`src/rtl/dtu_pkg.sv`:
```
// Shared DTU link definitions: reply characters, frame geometry,
// RX/TX state encodings and the frame parity function.
package dtu_pkg;

   localparam logic [7:0] ACK_CHAR = 8'h06;
   localparam logic [7:0] NAK_CHAR = 8'h15;

   localparam int FRAME_DATA_BITS = 8;
   localparam logic [2:0] LAST_BIT = 3'(FRAME_DATA_BITS - 1);

   typedef enum logic [2:0] {
      R_IDLE,
      R_START,
      R_DATA,
      R_PARITY,
      R_STOP
   } rx_state_e;

   typedef enum logic [2:0] {
      T_IDLE,
      T_START,
      T_DATA,
      T_PARITY,
      T_STOP
   } tx_state_e;

   // Even parity: the parity bit makes the total count of ones even.
   function automatic logic even_par(
      input logic [FRAME_DATA_BITS-1:0] d
   );
      return ^d;
   endfunction

endpackage

```
`src/rtl/dtu_serial_tx.sv`:
```
// OVERSAMPLE-timed framer: start, 8 data LSB first, even parity, stop.
// Ports: clk, rst_n, en, load/data (taken when idle), busy, so (idle high).
module dtu_serial_tx
   import dtu_pkg::*;
#(
   parameter int OVERSAMPLE = 8,
   parameter int CNT_WIDTH  = 8
) (
   input  logic       clk,
   input  logic       rst_n,
   input  logic       en,
   input  logic       load,
   input  logic [7:0] data,
   output logic       busy,
   output logic       so
);

   localparam logic [CNT_WIDTH-1:0] LAST = CNT_WIDTH'(OVERSAMPLE - 1);

   tx_state_e            state_q, state_d;
   logic [CNT_WIDTH-1:0] cnt_q, cnt_d;
   logic [2:0]           idx_q, idx_d;
   logic [7:0]           shr_q, shr_d;
   logic                 so_q, so_d;

   always_comb begin
      state_d = state_q;
      cnt_d   = cnt_q;
      idx_d   = idx_q;
      shr_d   = shr_q;
      so_d    = so_q;
      if (en) begin
         if (state_q != T_IDLE) cnt_d = cnt_q + CNT_WIDTH'(1);
         unique case (state_q)
            T_IDLE: begin
               if (load) begin
                  shr_d   = data;
                  cnt_d   = '0;
                  so_d    = 1'b0;
                  state_d = T_START;
               end
            end
            T_START: begin
               if (cnt_q == LAST) begin
                  cnt_d   = '0;
                  idx_d   = '0;
                  so_d    = shr_q[0];
                  state_d = T_DATA;
               end
            end
            T_DATA: begin
               if (cnt_q == LAST) begin
                  cnt_d = '0;
                  if (idx_q == LAST_BIT) begin
                     idx_d   = '0;
                     so_d    = even_par(shr_q);
                     state_d = T_PARITY;
                  end else begin
                     idx_d = idx_q + 3'd1;
                     so_d  = shr_q[idx_q + 3'd1];
                  end
               end
            end
            T_PARITY: begin
               if (cnt_q == LAST) begin
                  cnt_d   = '0;
                  so_d    = 1'b1;
                  state_d = T_STOP;
               end
            end
            T_STOP: begin
               if (cnt_q == LAST) begin
                  cnt_d   = '0;
                  state_d = T_IDLE;
               end
            end
            default: state_d = T_IDLE;
         endcase
      end
   end

   always_ff @(posedge clk or negedge rst_n) begin
      if (!rst_n) begin
         state_q <= T_IDLE;
         cnt_q   <= '0;
         idx_q   <= '0;
         shr_q   <= '0;
         so_q    <= 1'b1;
      end else begin
         state_q <= state_d;
         cnt_q   <= cnt_d;
         idx_q   <= idx_d;
         shr_q   <= shr_d;
         so_q    <= so_d;
      end
   end

   assign busy = (state_q != T_IDLE);
   assign so   = so_q;

endmodule

```
`src/rtl/dtu_responder.sv`:
```
// DTU far-end node: receives a framed byte, holds it behind ready/ack,
// and replies ACK/NAK on tx_so. Ports: rx_si in, rx_po/flags out, tx_so.
module dtu_responder
   import dtu_pkg::*;
#(
   parameter int OVERSAMPLE = 8,
   parameter int CNT_WIDTH  = 8
) (
   input  logic       clk,
   input  logic       rst_n,
   input  logic       en,
   input  logic       rx_si,
   input  logic       rx_data_ack,
   output logic [7:0] rx_po,
   output logic       rx_ready,
   output logic       rx_error,
   output logic       overrun,
   output logic       rx_busy,
   output logic       tx_so,
   output logic       tx_busy
);

   localparam logic [CNT_WIDTH-1:0] LAST = CNT_WIDTH'(OVERSAMPLE - 1);
   localparam logic [CNT_WIDTH-1:0] HALF = CNT_WIDTH'(OVERSAMPLE/2 - 1);

   rx_state_e            state_q, state_d;
   logic [CNT_WIDTH-1:0] cnt_q, cnt_d;
   logic [2:0]           idx_q, idx_d;
   logic [7:0]           shr_q, shr_d;
   logic                 par_q, par_d;
   logic                 sync1_q, sync2_q, prev_q;
   logic [7:0]           po_q, po_d;
   logic                 ready_q, ready_d;
   logic                 err_q, err_d;
   logic                 ovr_q, ovr_d;
   logic                 pend_q, pend_d;
   logic [7:0]           code_q, code_d;
   logic                 done, bad, tx_load;
   logic                 s;

   assign s       = sync2_q;
   assign tx_load = en & pend_q & ~tx_busy;
   // Stop sample and parity check are folded into the completion decision.
   assign bad     = (even_par(shr_q) ^ par_q) | ~s;

   always_comb begin
      state_d = state_q;
      cnt_d   = cnt_q;
      idx_d   = idx_q;
      shr_d   = shr_q;
      par_d   = par_q;
      done    = 1'b0;
      if (en) begin
         if (state_q != R_IDLE) cnt_d = cnt_q + CNT_WIDTH'(1);
         unique case (state_q)
            R_IDLE: begin
               if (prev_q & ~s) begin
                  cnt_d   = '0;
                  state_d = R_START;
               end
            end
            R_START: begin
               if (cnt_q == HALF) begin
                  cnt_d   = '0;
                  idx_d   = '0;
                  state_d = s ? R_IDLE : R_DATA;
               end
            end
            R_DATA: begin
               if (cnt_q == LAST) begin
                  cnt_d = '0;
                  shr_d = {s, shr_q[7:1]};
                  idx_d = idx_q + 3'd1;
                  if (idx_q == LAST_BIT) state_d = R_PARITY;
               end
            end
            R_PARITY: begin
               if (cnt_q == LAST) begin
                  cnt_d   = '0;
                  par_d   = s;
                  state_d = R_STOP;
               end
            end
            R_STOP: begin
               if (cnt_q == LAST) begin
                  cnt_d   = '0;
                  done    = 1'b1;
                  state_d = R_IDLE;
               end
            end
            default: state_d = R_IDLE;
         endcase
      end
   end

   always_comb begin
      po_d    = po_q;
      ready_d = ready_q;
      err_d   = err_q;
      ovr_d   = ovr_q;
      pend_d  = pend_q;
      code_d  = code_q;
      if (en) begin
         if (rx_data_ack) begin
            ready_d = 1'b0;
            err_d   = 1'b0;
            ovr_d   = 1'b0;
         end
         if (done) begin
            // An ack in this cycle consumed the old byte: no overrun.
            if (ready_q & ~rx_data_ack) ovr_d = 1'b1;
            // A reply still waiting is about to be overwritten.
            if (pend_q & ~tx_load) ovr_d = 1'b1;
            if (bad) begin
               err_d = 1'b1;
            end else begin
               po_d    = shr_q;
               ready_d = 1'b1;
               err_d   = 1'b0;
            end
            pend_d = 1'b1;
            code_d = bad ? NAK_CHAR : ACK_CHAR;
         end else if (tx_load) begin
            pend_d = 1'b0;
         end
      end
   end

   always_ff @(posedge clk or negedge rst_n) begin
      if (!rst_n) begin
         state_q <= R_IDLE;
         cnt_q   <= '0;
         idx_q   <= '0;
         shr_q   <= '0;
         par_q   <= 1'b0;
         sync1_q <= 1'b1;
         sync2_q <= 1'b1;
         prev_q  <= 1'b1;
         po_q    <= '0;
         ready_q <= 1'b0;
         err_q   <= 1'b0;
         ovr_q   <= 1'b0;
         pend_q  <= 1'b0;
         code_q  <= '0;
      end else begin
         state_q <= state_d;
         cnt_q   <= cnt_d;
         idx_q   <= idx_d;
         shr_q   <= shr_d;
         par_q   <= par_d;
         if (en) begin
            sync1_q <= rx_si;
            sync2_q <= sync1_q;
            prev_q  <= sync2_q;
         end
         po_q    <= po_d;
         ready_q <= ready_d;
         err_q   <= err_d;
         ovr_q   <= ovr_d;
         pend_q  <= pend_d;
         code_q  <= code_d;
      end
   end

   dtu_serial_tx #(
      .OVERSAMPLE(OVERSAMPLE),
      .CNT_WIDTH (CNT_WIDTH)
   ) u_tx (
      .clk  (clk),
      .rst_n(rst_n),
      .en   (en),
      .load (tx_load),
      .data (code_q),
      .busy (tx_busy),
      .so   (tx_so)
   );

   assign rx_po    = po_q;
   assign rx_ready = ready_q;
   assign rx_error = err_q;
   assign overrun  = ovr_q;
   assign rx_busy  = (state_q != R_IDLE);

endmodule

```
`config.mk`:
```
export PLATFORM = sky130hd
export DESIGN_NAME = dtu_responder
export DESIGN_NICKNAME = d
export VERILOG_FILES = /design/src/rtl/dtu_pkg.sv /design/src/rtl/dtu_serial_tx.sv /design/src/rtl/dtu_responder.sv
export SDC_FILE = /design/constraint.sdc
export NUM_CORES = 1
export LEC_CHECK = 0
export CORE_MARGIN = 1.5
export CORE_UTILIZATION = 40
export DETAILED_ROUTE_END_ITERATION = 10
export GPL_TIMING_DRIVEN = 0
export HOLD_SLACK_MARGIN = 0.05
export MAX_ROUTING_LAYER = met4
export RECOVER_POWER = 25
export SLEW_MARGIN = 20
export SYNTH_ARGS = -nofsm -noshare
export SYNTH_HDL_FRONTEND = slang
export SYNTH_HIERARCHICAL = 1
export SYNTH_SLANG_ARGS = --single-unit
```
`constraint.sdc`:
```
create_clock -name clk -period 1.9 [get_ports clk]
set_input_delay 0.285 -clock clk [delete_from_list [all_inputs] [get_ports clk]]
set_output_delay 0.285 -clock clk [all_outputs]
set_load 0.005 [all_outputs]
```
Word level (Yosys, flattened, before mapping)
Cells that the tools add are included.
{"block": "totals", "reg_bits": 69, "latch_bits": 0, "ram_bits": 0, "romBits": 0, "input_bits": 5, "out_inout_bits": 14, "wordCells": 139, "n_memories": 0}
{"block": "classes", "n_addsub": 4, "n_mul": 0, "div_mod_pow": 0, "magnitude_cmp": 1, "n_eq_ne": 25, "shifts": 0, "mux": 53, "bitwise_logic": 12, "n_reduce_logical": 25}
{"op": "$mux 8", "count": 7}
{"op": "$mux 3", "count": 16}
{"op": "$pmux 3 s5", "count": 2}
{"op": "$pmux 8 s3", "count": 1}
{"op": "$mux 1", "count": 20}
{"op": "$add 8x1->8 const B", "count": 2}
{"op": "$eq 8x3->1 const B", "count": 2}
{"op": "$pmux 8 s2", "count": 1}
{"op": "$reduce_xor 8->1", "count": 2}
{"op": "$ne 2x2->1 const B", "count": 7}
{"op": "$reduce_and 7->1", "count": 2}
{"op": "$eq 3x2->1 const B", "count": 4}
{"op": "$eq 3x3->1 const B", "count": 4}
{"op": "$pmux 3 s2", "count": 2}
{"op": "$reduce_and 3->1", "count": 4}
{"op": "$ne 2x1->1 const B", "count": 5}
{"op": "$eq 8x2->1 const B", "count": 1}
{"op": "$reduce_and 4->1", "count": 2}
{"op": "$reduce_bool 2->1", "count": 4}
{"op": "$add 3x1->3 const B", "count": 2}
{"op": "$eq 3x1->1 const B", "count": 2}
{"op": "$logic_not 3->1", "count": 2}
{"op": "$reduce_and 2->1", "count": 3}
{"op": "$reduce_and 6->1", "count": 1}
{"op": "other kinds (13)", "count": 22}

Logic depth before layout (Yosys ltp)
{"block": "logic_depth", "depth_word": 7, "depth_mapped": 8, "depth_no_buf": 6}

Modules after synthesis
The synthesis kept the hierarchy.
{"mod": "dtu_responder", "n_inst": 1, "cells_per_inst": 177, "area_each_um2": 2068.2, "seq_area_each_um2": 1029.7}
{"mod": "dtu_serial_tx", "n_inst": 1, "cells_per_inst": 129, "area_each_um2": 1316.3, "seq_area_each_um2": 576.8}

Worst setup path before layout
OpenSTA, ideal clock, no wires.
{"block": "synth_path", "kind": "reg2reg", "from": "register cnt_q[0] (netlist name)", "to": "register po_q[2] (netlist: rx_po[2])", "setup_time_ns": 0.125, "t_arrival_ns": 1.877, "required_time_ns": 1.775, "slack_ns": -0.102, "stages_incl_launch_ff": 8, "path_buffers": 1, "synth_period_minus_slack_ns": 2.002, "cell_sequence": "dfrtp_1 -> ha_1 -> nor4b_4 -> and4_4 -> and3_4 -> and3_4 -> buf_12 -> mux2_4"}
{"element": "to (signal assigned)", "line_no": "dtu_responder.sv:156", "rtl": "po_q <= po_d;"}
{"element": "to (decl)", "line_no": "dtu_responder.sv:32", "rtl": "logic [7:0] po_q, po_d;"}

==> flow_summary.ini <==
[placed_design]
detailed_place.area_um2 = 3740
dp_cells = 433
portBuffers = 18
worst_setup_slack_before_clock_tree_synthesis_ns = -0.675
hpwlAfterDp_mm = 4.13
routabilityCongestion = 0.767

[outcome]
status = finished, violations left
violated_checks = setup timing

[finish]
instances_no_fill = 473
highest_count_cells_in_the_layout_ignoring_fill_and_taps = 54 x sky130_fd_sc_hd__dfrtp_1, 34 x sky130_fd_sc_hd__nand2_1, 25 x sky130_fd_sc_hd__buf_4
fin_nets = 375
area_overhead_vs_synth_pct = 24.9
drive_above_1_share_pct = 32.1
design_area_um2 = 4230
multi_input_comb_area_um2 = 1760
mostFrequentLayoutCell = sky130_fd_sc_hd__dfrtp_1
fillcell_total = 743
utilization_after_layout_pct = 51.4
seqCellArea_um2 = 1610
n_antenna_cell = 0

[critical_path]
worst_setup_path_end_kind = flop
worst_ep_arrival_time_ns = 2.22
worst_setup_path_start_kind = flop
path_class = reg -> reg
critical_path.cell_chain = ha_4, nor4b_4, and4_4, and3_4, and3_4, buf_12, mux2_4
required_worst_endpoint_ns = 2.12
crit_buf_inv = 1
critPathMaxFanout = 7
crit_path_max_incr_delay_ns = 0.40
critical-path-top-delay-family = simple AND/OR/NAND/NOR gates
critical_path.most_common_cell = sky130_fd_sc_hd__and3_4
slowest_stage = sky130_fd_sc_hd__dfrtp_1

[global_routing]
groute.usage.overall_pct = 16.7
antenna_found_initial = 0
vias_in_the_first_global_route = 2382
largest_net_degree_at_the_start_of_global_routing = 46
grt_overflow = 0
grt_pass1_wl_mm = 11.3

[timing]
finClkSkew_ns = 0.00672
setup_total_negative_slack_ns = -0.660
hold-worst-slack_ns = 0.471
unrepaired_setup_endpoints_after_global_routing = yes
min_period_ns = 1.99
tightest_slew_ns = 1.15
worst_slew_margin_rel_pct = 23.2
timing.final.max_slew_violations = 0
layout_worst_path_cycle_share_pct = 105
timing.fmax_mhz = 502
final.setup.worst_slack_ns = -0.0937
report.final.setup_viol = 8
hold_viol_final = 0

[floorplan]
design.portCount = 19
die_width_um = 95.0
core.rowCount = 33
start_util_pct = 41.2
core-area_um2 = 8220
fp.dieH_um = 95.0
die_area_um2 = 9020

[routing]
total_wirelength_mm = 6.51
avgViaCountPerCell = 5.05
wl_per_cell_um = 13.8
detail_route.first_pass.iterations = 4
drt_drc_violations_left = 0
vias = 2390
dr.first_iter.drc_count = 68
antenna_violating_nets_post_route = 0

[synthesis]
synth_async_sr_flop_share_pct = 100
synth-warning-count = 6
cell_area_synth_um2 = 3380
yosys.cell_types.count = 62
synth-main-ff-cell = sky130_fd_sc_hd__dfrtp_1
total_of_flip_flops_plus_latches_after_synthesis = 64
synth_cells = 306
avgSynthCellArea_um2 = 11.1
edff_count_synth = 0
synth_seq_area_share_pct = 47.5

[clock_tree]
number_of_levels_the_h_tree_was_split_into = 3
clock_tree_from_tritoncts = done
clock_tree.root_cell = sky130_fd_sc_hd__clkbuf_8
cts_max_path_buffers = 2
insertion_delay_ns = 0.34
path_clk_slew_ns = 0.07
cts_buffers = 9
cts.sink_count = 64

[worst_hold_path]
hp-class = reg -> reg

[pwr]
total_power_per_unit_cell_area_nw_per_um2 = 976
design_power_total_mw = 4.13
standby_leakage_power_nw = 1.92
worst_ir_drop_vdd_mv = 0.508

[run]
drv_cap = 0
==> final cells by class <==
type | instances | share of cell area [%]
plain buffers | 12 | 2.55
clock inverters | 3 | 0.414
flip-flops and latches | 64 | 38.2
multi-input cells | 223 | 41.7
repair buffers | 47 | 9.71
well taps | 105 | 3.11
inverters | 7 | 0.622
clock buffers | 12 | 3.67
==> synthesized netlist by cell type (7+ instances only) <==
master                    count  area share [%]
sky130_fd_sc_hd__dfrtp_1     60              44
sky130_fd_sc_hd__nand2_1     35             3.9
sky130_fd_sc_hd__nor2_1      21             2.3
sky130_fd_sc_hd__mux2_2      16             5.3
sky130_fd_sc_hd__o21ai_0     15             2.2
sky130_fd_sc_hd__a21oi_1     11             1.6
sky130_fd_sc_hd__xnor2_1     11             2.8
sky130_fd_sc_hd__mux2_1       8             2.7
sky130_fd_sc_hd__nand3_1      8             1.2
sky130_fd_sc_hd__inv_1        7            0.78
sky130_fd_sc_hd__xor2_1       7             1.8
==> timing repair <==
item / CTS / global route
cloned: 0 / 1
gates resized for setup: 18 / 22
pin swaps: 9 / 6
hold endpoints to repair: 18 / 0
endpoints found under the setup margin: 41 / 37
hold buffers: 1 / 0
setup buffers: 14 / 13
==> cells by family after synthesis <==
kind of cell | share of synthesized area, %
AO/OA/AOI/OAI | 11.3
XOR/XNOR | 5.32
adder cells (fa/ha/maj) | 2.55
buffers and inverters | 4.03
flip-flops | 47.5
multiplexers | 13.2
other | 0.111
AND/OR/NAND/NOR | 16.0
==> final timing paths <==
check                          start              end  slack (ns)  depth (start not counted)
hold / removal             code_q[2]        code_q[2]        0.47                          1
max in group asynchronous      rst_n                s        0.21                          3
setup / recovery            cnt_q[1]         rx_po[3]       -0.09                          7
setup reg to reg            cnt_q[1]         rx_po[3]       -0.09                          7
min in group asynchronous      rst_n  u_tx/state_q[1]        0.69                          2
hold reg to reg            code_q[2]        code_q[2]        0.47                          1
==> per-layer routing <==
layer  track usage (%)  wire (um)
met1              20.7       3020
met2              25.7       3180
met3              4.99        203
met4              6.47         98
met5                 -          0
==> sequential cells by signal, indices dropped and copies added, names as in the netlist <==
register	count
prev_q	1
u_tx/shr_q	8
s	1
rx_po	8
u_tx/idx_q	3
sync1_q	1
shr_q	8
idx_q	3
rx_error	1
state_q	3
par_q	1
cnt_q	8
code_q	3
rx_ready	1
u_tx/state_q	3
overrun	1
u_tx/so	1
u_tx/cnt_q	8
pend_q	1
==> where the power goes <==
| group | switching, mW | leakage [nW] | internal (mW) |
|---|---|---|---|
| Clock | 0.498 | 0.0882 | 0.533 |
| Combinational | 0.572 | 1.00 | 0.710 |
| Sequential | 0.215 | 0.833 | 1.60 |
| Total | 1.29 | 1.92 | 2.84 |
(Power assumes the default switching activity.)
